===== src/rtl/misr_sig_gen_pkg.sv =====
// Shared types for the signature generator: FSM state encoding and a table
// of default feedback polynomials indexed by signature width.
package misr_sig_gen_pkg;

    typedef enum logic [1:0] {
        ST_IDLE = 2'd0,
        ST_RUN  = 2'd1,
        ST_DONE = 2'd2
    } state_e;

    // Bit k set means sig[W-1] is fed back into bit k; bit 0 is always fed.
    function automatic logic [63:0] default_poly(input int w);
        logic [63:0] p;
        case (w)
            2:       p = 64'h3;
            3:       p = 64'h3;
            4:       p = 64'h3;
            5:       p = 64'h5;
            6:       p = 64'h3;
            7:       p = 64'h3;
            8:       p = 64'h1D;
            16:      p = 64'h100B;
            32:      p = 64'h0040_0007;
            default: p = 64'h3;
        endcase
        return p;
    endfunction

endpackage


===== src/rtl/misr_sig_gen_lfsr_step.sv =====
// One Galois LFSR step: shifts sig up by one, folds the top bit back through
// POLY and XORs up to N_IN parallel data bits into the low end.
module lfsr_step
    import misr_sig_gen_pkg::*;
#(
    parameter int             W    = 8,
    parameter int             N_IN = 1,
    parameter logic [W-1:0]   POLY = W'(default_poly(W))
) (
    input  logic [W-1:0]    sig,
    input  logic [N_IN-1:0] d,
    output logic [W-1:0]    nxt
);

    logic [W-1:0] d_w;
    logic         f;

    always_comb begin
        d_w            = '0;
        d_w[N_IN-1:0]  = d;
        f              = sig[W-1];
        nxt            = '0;
        nxt[0]         = f ^ d_w[0];
        for (int k = 1; k < W; k++) begin
            nxt[k] = sig[k-1] ^ (POLY[k] & f) ^ d_w[k];
        end
    end

endmodule


===== src/rtl/misr_sig_gen.sv =====
// Signature register for the self-test path: compresses din (or free-runs)
// for len steps, then compares the result against expect_sig.
module misr_sig_gen
    import misr_sig_gen_pkg::*;
#(
    parameter int           W     = 8,
    parameter logic [W-1:0] POLY  = W'(default_poly(W)),
    parameter int           N_IN  = 1,
    parameter logic [W-1:0] SEED  = {W{1'b1}},
    parameter int           CNT_W = 16
) (
    input  logic             clk,
    input  logic             rst,
    input  logic             mode,
    input  logic             seed_ld,
    input  logic [W-1:0]     seed,
    input  logic             start,
    input  logic [CNT_W-1:0] len,
    input  logic             in_valid,
    input  logic [N_IN-1:0]  din,
    input  logic [W-1:0]     expect_sig,
    output logic [W-1:0]     sig,
    output logic             busy,
    output logic             done,
    output logic             match,
    output logic [1:0]       state_dbg
);

    // Handshake: a step is taken on every rising edge where in_valid=1 while
    // busy=1; there is no back-pressure, the register always accepts a step.

    state_e           state_q, state_d;
    logic [W-1:0]     sig_q, sig_d;
    logic [CNT_W-1:0] cnt_q, cnt_d;
    logic             mode_q, mode_d;
    logic             match_q, match_d;
    logic [N_IN-1:0]  din_gated;
    logic [W-1:0]     sig_step;

    // Generate mode runs the same recurrence with the data term forced to zero.
    assign din_gated = mode_q ? '0 : din;

    lfsr_step #(
        .W    (W),
        .N_IN (N_IN),
        .POLY (POLY)
    ) u_step (
        .sig (sig_q),
        .d   (din_gated),
        .nxt (sig_step)
    );

    always_ff @(posedge clk or posedge rst) begin
        if (rst) begin
            state_q <= ST_IDLE;
            sig_q   <= SEED;
            cnt_q   <= '0;
            mode_q  <= 1'b0;
            match_q <= 1'b0;
        end else begin
            state_q <= state_d;
            sig_q   <= sig_d;
            cnt_q   <= cnt_d;
            mode_q  <= mode_d;
            match_q <= match_d;
        end
    end

    always_comb begin
        state_d = state_q;
        sig_d   = sig_q;
        cnt_d   = cnt_q;
        mode_d  = mode_q;
        match_d = match_q;
        case (state_q)
            ST_IDLE: begin
                if (seed_ld) begin
                    sig_d = seed;
                end
                if (start) begin
                    mode_d  = mode;
                    cnt_d   = len;
                    match_d = 1'b0;
                    state_d = (len != '0) ? ST_RUN : ST_DONE;
                end
            end
            ST_RUN: begin
                if (in_valid) begin
                    sig_d = sig_step;
                    cnt_d = cnt_q - CNT_W'(1);
                    if (cnt_q == CNT_W'(1)) begin
                        state_d = ST_DONE;
                    end
                end
            end
            ST_DONE: begin
                match_d = (sig_q == expect_sig);
                state_d = ST_IDLE;
            end
            default: begin
                state_d = ST_IDLE;
            end
        endcase
    end

    assign sig       = sig_q;
    assign busy      = (state_q == ST_RUN);
    assign done      = (state_q == ST_DONE);
    assign match     = match_q;
    assign state_dbg = state_q;

endmodule


===== config.mk =====
export PLATFORM = sky130hd
export DESIGN_NAME = misr_sig_gen
export DESIGN_NICKNAME = d
export VERILOG_FILES = /design/src/rtl/misr_sig_gen_pkg.sv /design/src/rtl/misr_sig_gen_lfsr_step.sv /design/src/rtl/misr_sig_gen.sv
export SDC_FILE = /design/constraint.sdc
export NUM_CORES = 1
export LEC_CHECK = 0
export ABC_AREA = 1
export CAP_MARGIN = 5
export CORE_UTILIZATION = 59
export CTS_CLUSTER_DIAMETER = 60
export CTS_CLUSTER_SIZE = 30
export DETAILED_ROUTE_END_ITERATION = 16
export DONT_BUFFER_PORTS = 1
export PLACE_DENSITY_LB_ADDON = 0.05
export SYNTH_ARGS = -nofsm -noshare
export SYNTH_HDL_FRONTEND = slang
export SYNTH_SLANG_ARGS = --single-unit

===== constraint.sdc =====
create_clock -name clk -period 1.9 [get_ports clk]
set_input_delay 0.19 -clock clk [delete_from_list [all_inputs] [get_ports clk]]
set_output_delay 0.19 -clock clk [all_outputs]
set_load 0.03 [all_outputs]

==> flow_results.org <==
** Run status
- Outcome :: completed

** Placed design
- Dpl cell area :: 2100 um2
- At the end of routability-driven placement, the weighted congestion stood at 0.850.
- Port buffering added 0 buffers.
- Before CTS, the worst setup slack after placement is around 240 ps.
- Half-perimeter wire length after detailed placement :: 3630 um
- In this run, placement finished with an instance count of 358.

** Clock network
- H-tree depth :: 1
- Clock latency on the worst-skew pair :: roughly 350 ps
- Post-CTS Setup Repair Bufs :: 0
- Clock sink total :: 28
- TritonCTS built the clock tree.
- Number of clock buffers inserted by TritonCTS :: 3
- Clock-pin slew was measured on the worst setup and hold paths at 170 ps.
- Max Buffers Root-to-Sink :: 2
- In this run the clock root is driven by a clkbuf_4.

** Die
- Core region area :: 3340 um2
- The die is between 60 and 70 um wide.
- The die covers 3750 um2.
- For this configuration, the core starts out at a cell density of between 60% and 70%.
- The die is 61.2 um tall.
- Num ports :: 52
- In this run the core area contains 21 standard-cell rows.

** Detailed routing
- The count of nets left with antenna violations once routing finished came out at 0.
- The first detailed-routing pass ran for 5 iterations.
- Mean routed wirelength per cell :: between 10 and 15 um
- The first routing iteration left 153 violations.
- In the routed design, unresolved DRC markers number 0.
- Using the TritonRoute via totals, the vias-per-cell ratio works out to 5.37.
- DR vias :: a little under 2000
- After detailed routing, the total wire length is between 4000 and 5000 um.

** Yosys
- Summing the areas of all and, or, nand and nor instances in the mapped netlist gives a little under two fifths of the synthesized area.
- YS warnings :: 0
- Cell Area, Synth :: between 2000 and 2500 um2
- By area, the combinational part of the netlist is dominated by simple AND/OR/NAND/NOR gates.
- Summed over all instances, the cell type with the most area after synthesis is dfrtp_1.
- Top-area cell type share of the netlist area :: 24.2%
- Syn Inst Count :: 315
- Measured against the total synthesized area, the mux share comes to 0%.
- Adder-Cell Fraction of Synth Area :: 1.21%
- The synthesized netlist devotes between 10 and 15% of its cell area to compound gates.
- After Yosys synthesis, XOR and XNOR cells account for between 1.5 and 2% of the synthesized area.
- By area the synthesized netlist is led by dfrtp_1, nand2_1, dfstp_2.
- The number of nets handed over by synthesis was 356.
- Sequential element share of the synthesized area :: 34.4%
- The synthesized netlist contains 31 unique library cells.
- After synthesis, the mean cell area works out to 6.57 um2.
- Count of state elements after synthesis :: 28

** Cells and area
- Post-route standard cell area excluding fillers :: about 2200 um2
- Filler instances :: 324
- Footprint of the flip-flops and latches :: a little over 700 um2
- The finished layout holds around 370 standard cells, fillers aside.
- 0 antenna diodes ended up in the layout.
- Fraction of final layout cells sized beyond drive strength 1 :: 11.9%
- At the end of the flow the core is filled with cells to 65.4%.
- The net count of the finished layout is around 360.
- Area added between synthesis and finish :: 5.57%
- Multi-input gate area in the final layout :: 1110 um2

** Setup path
- Cell-by-cell listing of the critical path :: nand2_4 > inv_4 > buf_12
- Startpoint class of the critical path :: register
- FF-to-FF End :: cnt_q[8]
- Reg-to-Reg Start :: state_dbg[0]
- Worst setup EP type :: output port
- Crit-path max FO :: 21
- FF-to-FF path depth :: 8
- Cell with the biggest individual delay on the critical path :: dfrtp_1
- The largest single stage delay on the critical path is 590 ps.
- Worst EP arrival :: 1530 ps
- Worst path required time :: between 1500 and 2000 ps
- The worst setup path is of the register to output port kind.
- Setup slack, reg-to-reg :: 200 ps

** STA
- Final Hold Vio Count :: 0
- Min setup slack post-route :: 180 ps
- Hold timing on the final database bottoms out at a slack of 1.68 ps.
- Headroom to the max-slew limit came out at 75.6%.
- Transition time at the pin with the least slew margin :: roughly 370 ps
- Minimum clock period :: 1720 ps
- Slew Viols, Final :: 0
- Final setup violation count :: 0
- On the final layout, the worst clock skew is 11.3 ps.
- Final critical-path share of the clock period :: between 90% and 100%
- After routing, the total negative slack on setup checks comes to 0 ps.
- Maximum operating frequency :: 0.581 GHz
- Setup repair after global routing missed its margin :: no

** Global route
- Overflow left after global routing :: 0
- Entering global routing, the biggest net connects 29 pins.
- Global-route usage over all layers :: about a quarter
- Wire length of the first global-routing pass :: 7420 um
- Vias in the first global route :: 1769
- Antenna violations before repair :: 0

** Worst hold path
- Type of the worst min-delay path :: input pin to register
- The worst hold path begins at start.
- The worst hold path terminates at state_dbg[0].
- Cells on Worst Hold Path :: 2

** Power
- Cell internal power was estimated by the tool at 1.77 mW.
- Sequential cells account for 38.8% of the total power.
- Net switching is 52.7% of the power.
- The design draws 3.75 mW.
- Power spread over the standard cell area amounts to 1720 nW/um2.
- LEAKAGE :: roughly 1.1 nW
- In this run, the combinational gates consume 52.8% of the power.
- The analysis attributes to net switching a power of 1.97 mW.
- Clock Power Share :: 8.3%
- IR analysis of the VDD net gives a maximum drop of 0.948 mV.

** Job
- Number of max-cap violations :: 0
[cells in the mapped netlist, drive strengths merged]
cell / number
nand2: 100
inv: 45
nor2: 44
nand3: 28
o21ai: 23
dfrtp: 20
o211ai: 10
a21oi: 9
buf: 8
dfstp: 8
or2: 5
xor2: 3
ha: 2
nand3b: 2
nand4: 2
nor3: 2
o22ai: 2
clkinv: 1
xnor2: 1
[layout by cell type, fill, tap and decap left out]
cell and instances:
a21oi_1 8, nor2_2 4, nor3_1 2, a21oi_2 1, clkinv_2 1, dlygate4sd3_1 4
o211ai_1 9, xnor2_1 1, nand2_1 96, inv_2 2, or2_2 5, o21ai_0 17
nand2_4 3, nor2_4 1, o21ai_2 1, o22ai_1 2, clkbuf_4 3, o211ai_2 1
nand2_2 1, nand3b_1 2, o21ai_1 5, inv_4 1, clkbuf_8 1, inv_1 42
xor2_1 3, buf_4 4, nand3_1 28, nand4_1 2, dfstp_2 8, buf_12 1
ha_1 2, nor2_1 39, dfrtp_1 20
[how the worst max path moves through the flow]
stage                            start         to  slack [ps]  depth (start not counted)
after floorplan           state_dbg[0]      match         300                          6
after CTS                 state_dbg[0]       busy          60                          3
after global routing      state_dbg[0]  cnt_q[13]          40                          8
after global placement        cnt_q[0]  cnt_q[12]         310                          9
final                     state_dbg[0]       busy         180                          3
after detailed placement  state_dbg[0]   cnt_q[8]         240                          8
[per-layer routing]
layer / GRT usage, % / share of wire [%]
met5: 0 / 0
met4: 7.47 / 0.96
met3: 6.51 / 7.4
met2: 47.2 / 48
met1: 32.4 / 43
[registers in the layout, indices dropped and copies added (netlist names)]
register   count
state_dbg      2
cnt_q         16
mode_q         1
match          1
sig            8
[worst max-delay path: cells and delay by family, from the launching register on]
| kind | cells | cell delay, ps |
|---|---|---|
| and+or+nand+nor | 1 | 150 |
| DFF | 1 | 590 |
| buffers and inverters | 2 | 430 |
[cell families after synthesis]
group | after synthesis
and+or+nand+nor | 183
buffers and inverters | 54
AOI/OAI and AO/OA | 44
DFF | 28
xor gates and xnor gates | 4
adders and majority gates | 2
[layout make-up]
cell class              count  area share (%)
repair buffers              9            4.13
multi-input cells         233            50.9
inverters                  46            8.08
well taps                  46            2.64
clock buffers               4            1.66
flip-flops and latches     28            32.6
[what timing repair did]
action	in CTS	in global routing
setup endpoints to repair	0	1
hold buffers	3	1
endpoints found under the hold margin	21	1
resized for setup	0	2
[power by group through the flow]
stage / Combinational (mW) / Sequential [mW] / Clock (mW)
floorplan: 1.64 / 1.40 / 0
global placement: 1.92 / 1.46 / 0
detailed placement: 1.94 / 1.46 / 0
CTS: 1.97 / 1.45 / 0.312
global route: 2.24 / 1.50 / 0.335
finish: 1.98 / 1.45 / 0.312
Power figures use the tool's default switching activity.
